===== src/rtl/video_monitor.sv =====
// video_monitor: receiving end of the PPU video output. Recovers line/frame timing from the
// pixel strobe and sync lines, counts total and active pixels/lines, runs a CRC-16-CCITT over
// active pixels of each frame, and exposes the results as byte registers on a host port.
//
// Ports:
//   I_clock, I_reset      clock, synchronous active-high reset
//   I_vid_rise            one-clock pixel strobe; video inputs sampled only when high
//   I_vid_blank           1 = blanking, 0 = active pixel
//   I_vid_hsync/vsync     sync lines, active level set by P_hsync_pol / P_vsync_pol
//   I_vid_red/green/blue  8-bit pixel colour
//   I_host_addr/wren/rden/data  register index, write strobe, read strobe, write data
//   O_host_data           read data (combinational from I_host_addr, gated by I_host_rden)
//   O_irq                 registered frame interrupt level (frame_done & irq_en)
module video_monitor #(
  parameter bit          P_hsync_pol = 1'b0,
  parameter bit          P_vsync_pol = 1'b0,
  parameter int unsigned P_cnt_bits  = 12
) (
  input  logic       I_clock,
  input  logic       I_reset,
  input  logic       I_vid_rise,
  input  logic       I_vid_blank,
  input  logic       I_vid_hsync,
  input  logic       I_vid_vsync,
  input  logic [7:0] I_vid_red,
  input  logic [7:0] I_vid_green,
  input  logic [7:0] I_vid_blue,
  input  logic [3:0] I_host_addr,
  input  logic       I_host_wren,
  input  logic       I_host_rden,
  input  logic [7:0] I_host_data,
  output logic [7:0] O_host_data,
  output logic       O_irq
);

  typedef logic [P_cnt_bits-1:0] cnt_t;
  localparam cnt_t CntMax = '1;

  cnt_t pix_cnt_q, pix_cnt_d, act_cnt_q, act_cnt_d;
  cnt_t line_cnt_q, line_cnt_d, line_act_q, line_act_d;
  cnt_t h_total_q, h_total_d, h_active_q, h_active_d;
  cnt_t v_total_q, v_total_d, v_active_q, v_active_d;
  logic [15:0] crc_q, crc_d, crc_out_q, crc_out_d;
  logic [7:0]  frame_cnt_q, frame_cnt_d;
  logic frame_done_q, frame_done_d, overflow_q, overflow_d;
  logic h_seen_q, h_seen_d, h_valid_q, h_valid_d;
  logic v_seen_q, v_seen_d, v_valid_q, v_valid_d;
  logic hs_prev_q, hs_prev_d, vs_prev_q, vs_prev_d;
  logic enable_q, enable_d, irq_en_q, irq_en_d, irq_q, irq_d;

  logic        hs_act, vs_act, strobe, h_edge, v_edge;
  logic        ctrl_wr, stat_wr, en_rise;
  logic [23:0] pixel;
  logic        unused_bits;

  // CRC-16-CCITT, 24 data bits MSB-first in a single step.
  function automatic logic [15:0] crc_step(input logic [15:0] c, input logic [23:0] d);
    logic [15:0] r;
    r = c;
    for (int i = 23; i >= 0; i--) begin
      if (r[15] ^ d[i]) r = {r[14:0], 1'b0} ^ 16'h1021;
      else              r = {r[14:0], 1'b0};
    end
    return r;
  endfunction

  assign hs_act  = (I_vid_hsync == P_hsync_pol);
  assign vs_act  = (I_vid_vsync == P_vsync_pol);
  assign strobe  = I_vid_rise & enable_q;
  assign h_edge  = strobe & hs_act & ~hs_prev_q;
  assign v_edge  = strobe & vs_act & ~vs_prev_q;
  assign ctrl_wr = I_host_wren & (I_host_addr == 4'hC);
  assign stat_wr = I_host_wren & (I_host_addr == 4'h0);
  assign en_rise = ctrl_wr & I_host_data[0] & ~enable_q;
  assign pixel   = {I_vid_red, I_vid_green, I_vid_blue};
  assign unused_bits = ^I_host_data[7:3];

  always_comb begin
    pix_cnt_d    = pix_cnt_q;
    act_cnt_d    = act_cnt_q;
    line_cnt_d   = line_cnt_q;
    line_act_d   = line_act_q;
    h_total_d    = h_total_q;
    h_active_d   = h_active_q;
    v_total_d    = v_total_q;
    v_active_d   = v_active_q;
    crc_d        = crc_q;
    crc_out_d    = crc_out_q;
    frame_cnt_d  = frame_cnt_q;
    frame_done_d = frame_done_q;
    overflow_d   = overflow_q;
    h_seen_d     = h_seen_q;
    h_valid_d    = h_valid_q;
    v_seen_d     = v_seen_q;
    v_valid_d    = v_valid_q;
    hs_prev_d    = hs_prev_q;
    vs_prev_d    = vs_prev_q;
    enable_d     = enable_q;
    irq_en_d     = irq_en_q;
    irq_d        = frame_done_q & irq_en_q;

    // Clears are applied first so a coincident vsync edge set wins.
    if (stat_wr) begin
      if (I_host_data[0]) frame_done_d = 1'b0;
      if (I_host_data[2]) overflow_d   = 1'b0;
    end
    if (ctrl_wr) begin
      enable_d = I_host_data[0];
      irq_en_d = I_host_data[1];
    end

    if (en_rise) begin
      pix_cnt_d  = '0;
      act_cnt_d  = '0;
      line_cnt_d = '0;
      line_act_d = '0;
      crc_d      = 16'hFFFF;
      h_seen_d   = 1'b0;
      h_valid_d  = 1'b0;
      v_seen_d   = 1'b0;
      v_valid_d  = 1'b0;
      hs_prev_d  = 1'b0;
      vs_prev_d  = 1'b0;
    end else if (strobe) begin
      hs_prev_d = hs_act;
      vs_prev_d = vs_act;
      if (!I_vid_blank) crc_d = crc_step(crc_q, pixel);

      if (h_edge) begin
        // The first edge only marks a line start; totals latch from the second edge on.
        if (h_seen_q) begin
          h_total_d = pix_cnt_q;
          if (act_cnt_q != '0) h_active_d = act_cnt_q;
          h_valid_d = 1'b1;
        end
        h_seen_d  = 1'b1;
        pix_cnt_d = cnt_t'(1);
        act_cnt_d = '0;
        if (line_cnt_q == CntMax) overflow_d = 1'b1;
        else                      line_cnt_d = line_cnt_q + 1'b1;
        if (act_cnt_q != '0 && line_act_q != CntMax) line_act_d = line_act_q + 1'b1;
      end else begin
        if (pix_cnt_q == CntMax) overflow_d = 1'b1;
        else                     pix_cnt_d  = pix_cnt_q + 1'b1;
        if (!I_vid_blank && act_cnt_q != CntMax) act_cnt_d = act_cnt_q + 1'b1;
      end

      // Line counters already include a coincident hsync update.
      if (v_edge) begin
        if (v_seen_q) begin
          v_total_d  = line_cnt_d;
          v_active_d = line_act_d;
          crc_out_d  = crc_q;
          v_valid_d  = 1'b1;
        end
        v_seen_d     = 1'b1;
        line_cnt_d   = '0;
        line_act_d   = '0;
        crc_d        = I_vid_blank ? 16'hFFFF : crc_step(16'hFFFF, pixel);
        frame_cnt_d  = frame_cnt_q + 8'd1;
        frame_done_d = 1'b1;
      end
    end
  end

  always_ff @(posedge I_clock) begin
    if (I_reset) begin
      pix_cnt_q    <= '0;
      act_cnt_q    <= '0;
      line_cnt_q   <= '0;
      line_act_q   <= '0;
      h_total_q    <= '0;
      h_active_q   <= '0;
      v_total_q    <= '0;
      v_active_q   <= '0;
      crc_q        <= '0;
      crc_out_q    <= '0;
      frame_cnt_q  <= '0;
      frame_done_q <= 1'b0;
      overflow_q   <= 1'b0;
      h_seen_q     <= 1'b0;
      h_valid_q    <= 1'b0;
      v_seen_q     <= 1'b0;
      v_valid_q    <= 1'b0;
      hs_prev_q    <= 1'b0;
      vs_prev_q    <= 1'b0;
      enable_q     <= 1'b0;
      irq_en_q     <= 1'b0;
      irq_q        <= 1'b0;
    end else begin
      pix_cnt_q    <= pix_cnt_d;
      act_cnt_q    <= act_cnt_d;
      line_cnt_q   <= line_cnt_d;
      line_act_q   <= line_act_d;
      h_total_q    <= h_total_d;
      h_active_q   <= h_active_d;
      v_total_q    <= v_total_d;
      v_active_q   <= v_active_d;
      crc_q        <= crc_d;
      crc_out_q    <= crc_out_d;
      frame_cnt_q  <= frame_cnt_d;
      frame_done_q <= frame_done_d;
      overflow_q   <= overflow_d;
      h_seen_q     <= h_seen_d;
      h_valid_q    <= h_valid_d;
      v_seen_q     <= v_seen_d;
      v_valid_q    <= v_valid_d;
      hs_prev_q    <= hs_prev_d;
      vs_prev_q    <= vs_prev_d;
      enable_q     <= enable_d;
      irq_en_q     <= irq_en_d;
      irq_q        <= irq_d;
    end
  end

  logic [15:0] h_total_w, h_active_w, v_total_w, v_active_w;
  logic [7:0]  rdata;

  assign h_total_w  = 16'(h_total_q);
  assign h_active_w = 16'(h_active_q);
  assign v_total_w  = 16'(v_total_q);
  assign v_active_w = 16'(v_active_q);

  always_comb begin
    rdata = 8'h00;
    case (I_host_addr)
      4'h0: rdata = {4'b0000, v_valid_q, overflow_q, h_valid_q, frame_done_q};
      4'h1: rdata = frame_cnt_q;
      4'h2: rdata = h_total_w[7:0];
      4'h3: rdata = h_total_w[15:8];
      4'h4: rdata = h_active_w[7:0];
      4'h5: rdata = h_active_w[15:8];
      4'h6: rdata = v_total_w[7:0];
      4'h7: rdata = v_total_w[15:8];
      4'h8: rdata = v_active_w[7:0];
      4'h9: rdata = v_active_w[15:8];
      4'hA: rdata = crc_out_q[7:0];
      4'hB: rdata = crc_out_q[15:8];
      4'hC: rdata = {6'b000000, irq_en_q, enable_q};
      default: rdata = 8'h00;
    endcase
  end

  assign O_host_data = I_host_rden ? rdata : 8'h00;
  assign O_irq       = irq_q;

endmodule

===== config.mk =====
export PLATFORM = sky130hd
export DESIGN_NAME = video_monitor
export DESIGN_NICKNAME = d
export VERILOG_FILES = /design/src/rtl/video_monitor.sv
export SDC_FILE = /design/constraint.sdc
export NUM_CORES = 1
export LEC_CHECK = 0
export CORE_MARGIN = 4
export CORE_UTILIZATION = 58
export CTS_CLUSTER_SIZE = 16
export DETAILED_ROUTE_END_ITERATION = 10
export HOLD_SLACK_MARGIN = 0.15
export PLACE_DENSITY = 0.79
export SYNTH_ARGS = -nofsm -noshare
export SYNTH_HDL_FRONTEND = slang
export SYNTH_SLANG_ARGS = --single-unit

===== constraint.sdc =====
create_clock -name I_clock -period 4.68 [get_ports I_clock]
set_clock_uncertainty 0.1 [all_clocks]
set_input_delay 0.468 -clock I_clock [delete_from_list [all_inputs] [get_ports I_clock]]
set_output_delay 0.468 -clock I_clock [all_outputs]
set_load 0.1 [all_outputs]

==> flow_summary_export.csv <==
group,metric,value,unit
outcome,status,"completed",
drt,postRouteAntennaNets,0,
worst_setup_path,r2r_start,"crc_q[15]$_SDFFE_PP0P_",
synthesis,synthMuxAreaShare,0.02350,
synthesis,synth-compound-area-share,0.1320,
clock_network,cts_resized,0,
power,max-vdd-ir-drop,305.3,uV
sta,hold_ws,0.3555,ns
sta,tightest_slew,1.086,ns
die,chipWidth,125.4,um
power,p_leak,3.194,nW
synthesis,synth.top_cells.by_count,"147 x dfxtp_1, 140 x nor2_1, 122 x nand2_1, 89 x xnor2_1, 66 x a21oi_1",
cells_and_area,layout-drive-gt1-share,0.07347,
cells_and_area,fin_cells,1156,
global_routing,grt_first_pass_wirelength,32.84,mm
placed_design,placed_area,8478,um2
synthesis,yosys_most_used_dff,"dfxtp_1",
clock_network,htree_levels,4,
cells_and_area,n_antenna_cell,0,
sta,layout_setup_ws,1.066,ns
clock_network,cts_sinks,147,
sta,period_minus_slack,3.614,ns
sta,rsz0062_at_grt,"false",
synthesis,synth_edf_count,0,
cells_and_area,syn2layout_area_growth,13.78,%
synthesis,synth_simple_gate_area_share,0.2108,
worst_hold_path,hold_path_startpoint,"crc_out_q[2]$_SDFFE_PP0P_",
synthesis,synth.distinct_cells,60,
sta,clock.fmax,276.7,MHz
drt,drt_wl_total,20.28,mm
cells_and_area,nNetsFinal,1017,
worst_setup_path,end_kind,"primary output",
synthesis,synth_nets,1001,
worst_setup_path,critPathLaunch,"I_host_addr[2]",
global_routing,grt_pass1_vias,6622,
sta,setup_viol,0,
synthesis,synth_fa_ha_area_frac,0.009398,
sta,maxSlewViolCount,0,
worst_setup_path,critPathArrivalTime,3.05,ns
placed_design,place.gp.congestion,0.9525,
synthesis,async_flop_share,0,
sta,relSlewSlack,0.2757,
global_routing,grtUsageTotal,0.2602,
synthesis,synthCells,951,
die,io_pins,53,
cells_and_area,multiInputGateArea,4776,um2
worst_hold_path,worstHoldPathType,"flip-flop to flip-flop",
sta,tns,0,ns
worst_setup_path,start_kind,"primary input",
job,drv_cap,0,
synthesis,yosys_warnings,0,
synthesis,synth_top_cell_area_share,0.3684,
synthesis,synth_area_leaders,"dfxtp_1 37%, xnor2_1 9.8%, nor2_1 6.6%",
drt,via_per_inst,5.901,
drt,drtIter0Drc,691,
cells_and_area,nFillCells,1098,
die,start_util,0.5984,
die,fp-row-count,42,
die,core,13350,um2
clock_network,clk_latency,0.43,ns
placed_design,port_buffers,47,
drt,via_count,6821,
clock_network,clkTransAtPathRegs,0.06,ns
worst_setup_path,required,4.11,ns
synthesis,ys_seq_elements,147,
clock_network,cts.path.max_buffers,2,
worst_setup_path,crit_fanout,15,
global_routing,overflow,0,
synthesis,avgSynthCellArea,8.399,um2
drt,drtPass1Iterations,5,
die,die_h,125.4,um
global_routing,antenna_found_initial,0,
placed_design,place_ws,1.078,ns
clock_network,cts_hold_buf,0,
synthesis,yosys.area.top_type,"dfxtp_1",
cells_and_area,fin_area,9089,um2
clock_network,tritoncts,"built",
placed_design,dp_cells,1124,
synthesis,synth_top_family_by_area,"XOR/XNOR gates",
clock_network,cts_made_buffers,17,
sta,finalHoldViolations,0,
sta,min_period_over_period,0.7722,
drt,drc,0,
synthesis,synth.most_common_cell,"dfxtp_1",
die,die_area,15710,um2
worst_setup_path,crit_type,"primary input to primary output",
clock_network,postCtsSetupBuffers,0,
drt,detail_route.wl_per_cell,17.55,um
clock_network,clockRootBuffer,"clkbuf_16",
global_routing,grt_max_degree,61,
cells_and_area,seq_area,2943,um2
power,powerDensity,385.1,nW/um2
synthesis,ys_seq_area_frac,0.3684,
synthesis,synth-xor-area-share,0.2212,
placed_design,dp_hpwl,14.62,mm
synthesis,syn_area,7988,um2
sequential cells by signal, indices dropped and copies added (netlist names), 8 cells and up:
register	flops
act_cnt_q	12
crc_out_q	16
crc_q	16
frame_cnt_q	8
h_active_q	12
h_total_q	12
line_act_q	12
line_cnt_q	12
pix_cnt_q	12
v_active_q	12
v_total_q	12
layer usage:
layer / GRT usage / wire (um) / vias up
met1: 0.3307 / 8529 / 3209
met5: 0 / 0 / -
met4: 0.09566 / 556 / 0
met2: 0.4309 / 9722 / 269
li1: - / - / 3287
met3: 0.06482 / 1474 / 56
where the power goes:
group | internal, mW | switching [mW] | total (mW)
Sequential | 1.26 | 0.00726 | 1.26
Combinational | 0.415 | 0.419 | 0.833
Clock | 0.867 | 0.536 | 1.40
kinds of logic after synthesis:
family,count (synthesis)
multiplexers,18
AND/OR/NAND/NOR,381
buffers and inverters,68
XOR/XNOR,167
AO/OA/AOI/OAI,164
flip-flops,147
adder cells (fa/ha/maj),6
worst max-delay path, cell delays in order:
cell	delay, ns
clkdlybuf4s50_1	0.90
mux2_2	0.42
a22o_1	0.19
nand2_1	0.06
o21ai_0	0.09
a2111oi_0	0.52
nor2_1	0.12
buf_4	0.27
final cells by class:
type | instances | area share
clock buffer | 20 | 0.05025
clock inverter | 12 | 0.01693
inverter | 11 | 0.004543
multi-input combinational | 736 | 0.5255
sequential | 147 | 0.3238
tap | 176 | 0.02423
timing repair buffer | 54 | 0.05479
stage by stage:
| step | utilization | total power [mW] |
|---|---|---|
| floorplan | - | 1.961 |
| global placement | 0.6352 | 2.091 |
| detailed placement | 0.6352 | 2.114 |
| CTS | 0.6809 | 3.508 |
| global route | 0.6809 | 3.612 |
| finish | 0.6809 | 3.500 |
cell usage in the layout, fill, tap and decap left out, types with 17 or more instances in the layout:
master           count
a211oi_1            24
nor2_1             140
xnor2_1             89
a21oi_1             66
dfxtp_1            147
nand4_1             18
clkdlybuf4s50_1     38
xor2_1              53
clkbuf_16           17
nand2_1            122
o21ai_0             18
nand3_1             31
nor3_1              23
worst paths after layout:
kind,slack (ns),depth (start not counted),end
setup / recovery,1.07,8,O_host_data[2]
hold / removal,0.36,2,crc_out_q[2]$_SDFFE_PP0P_
hold reg to reg,0.36,2,crc_out_q[2]$_SDFFE_PP0P_
setup reg to reg,1.63,7,crc_q[15]$_SDFFE_PP0P_
Power figures use the tool's default switching activity.
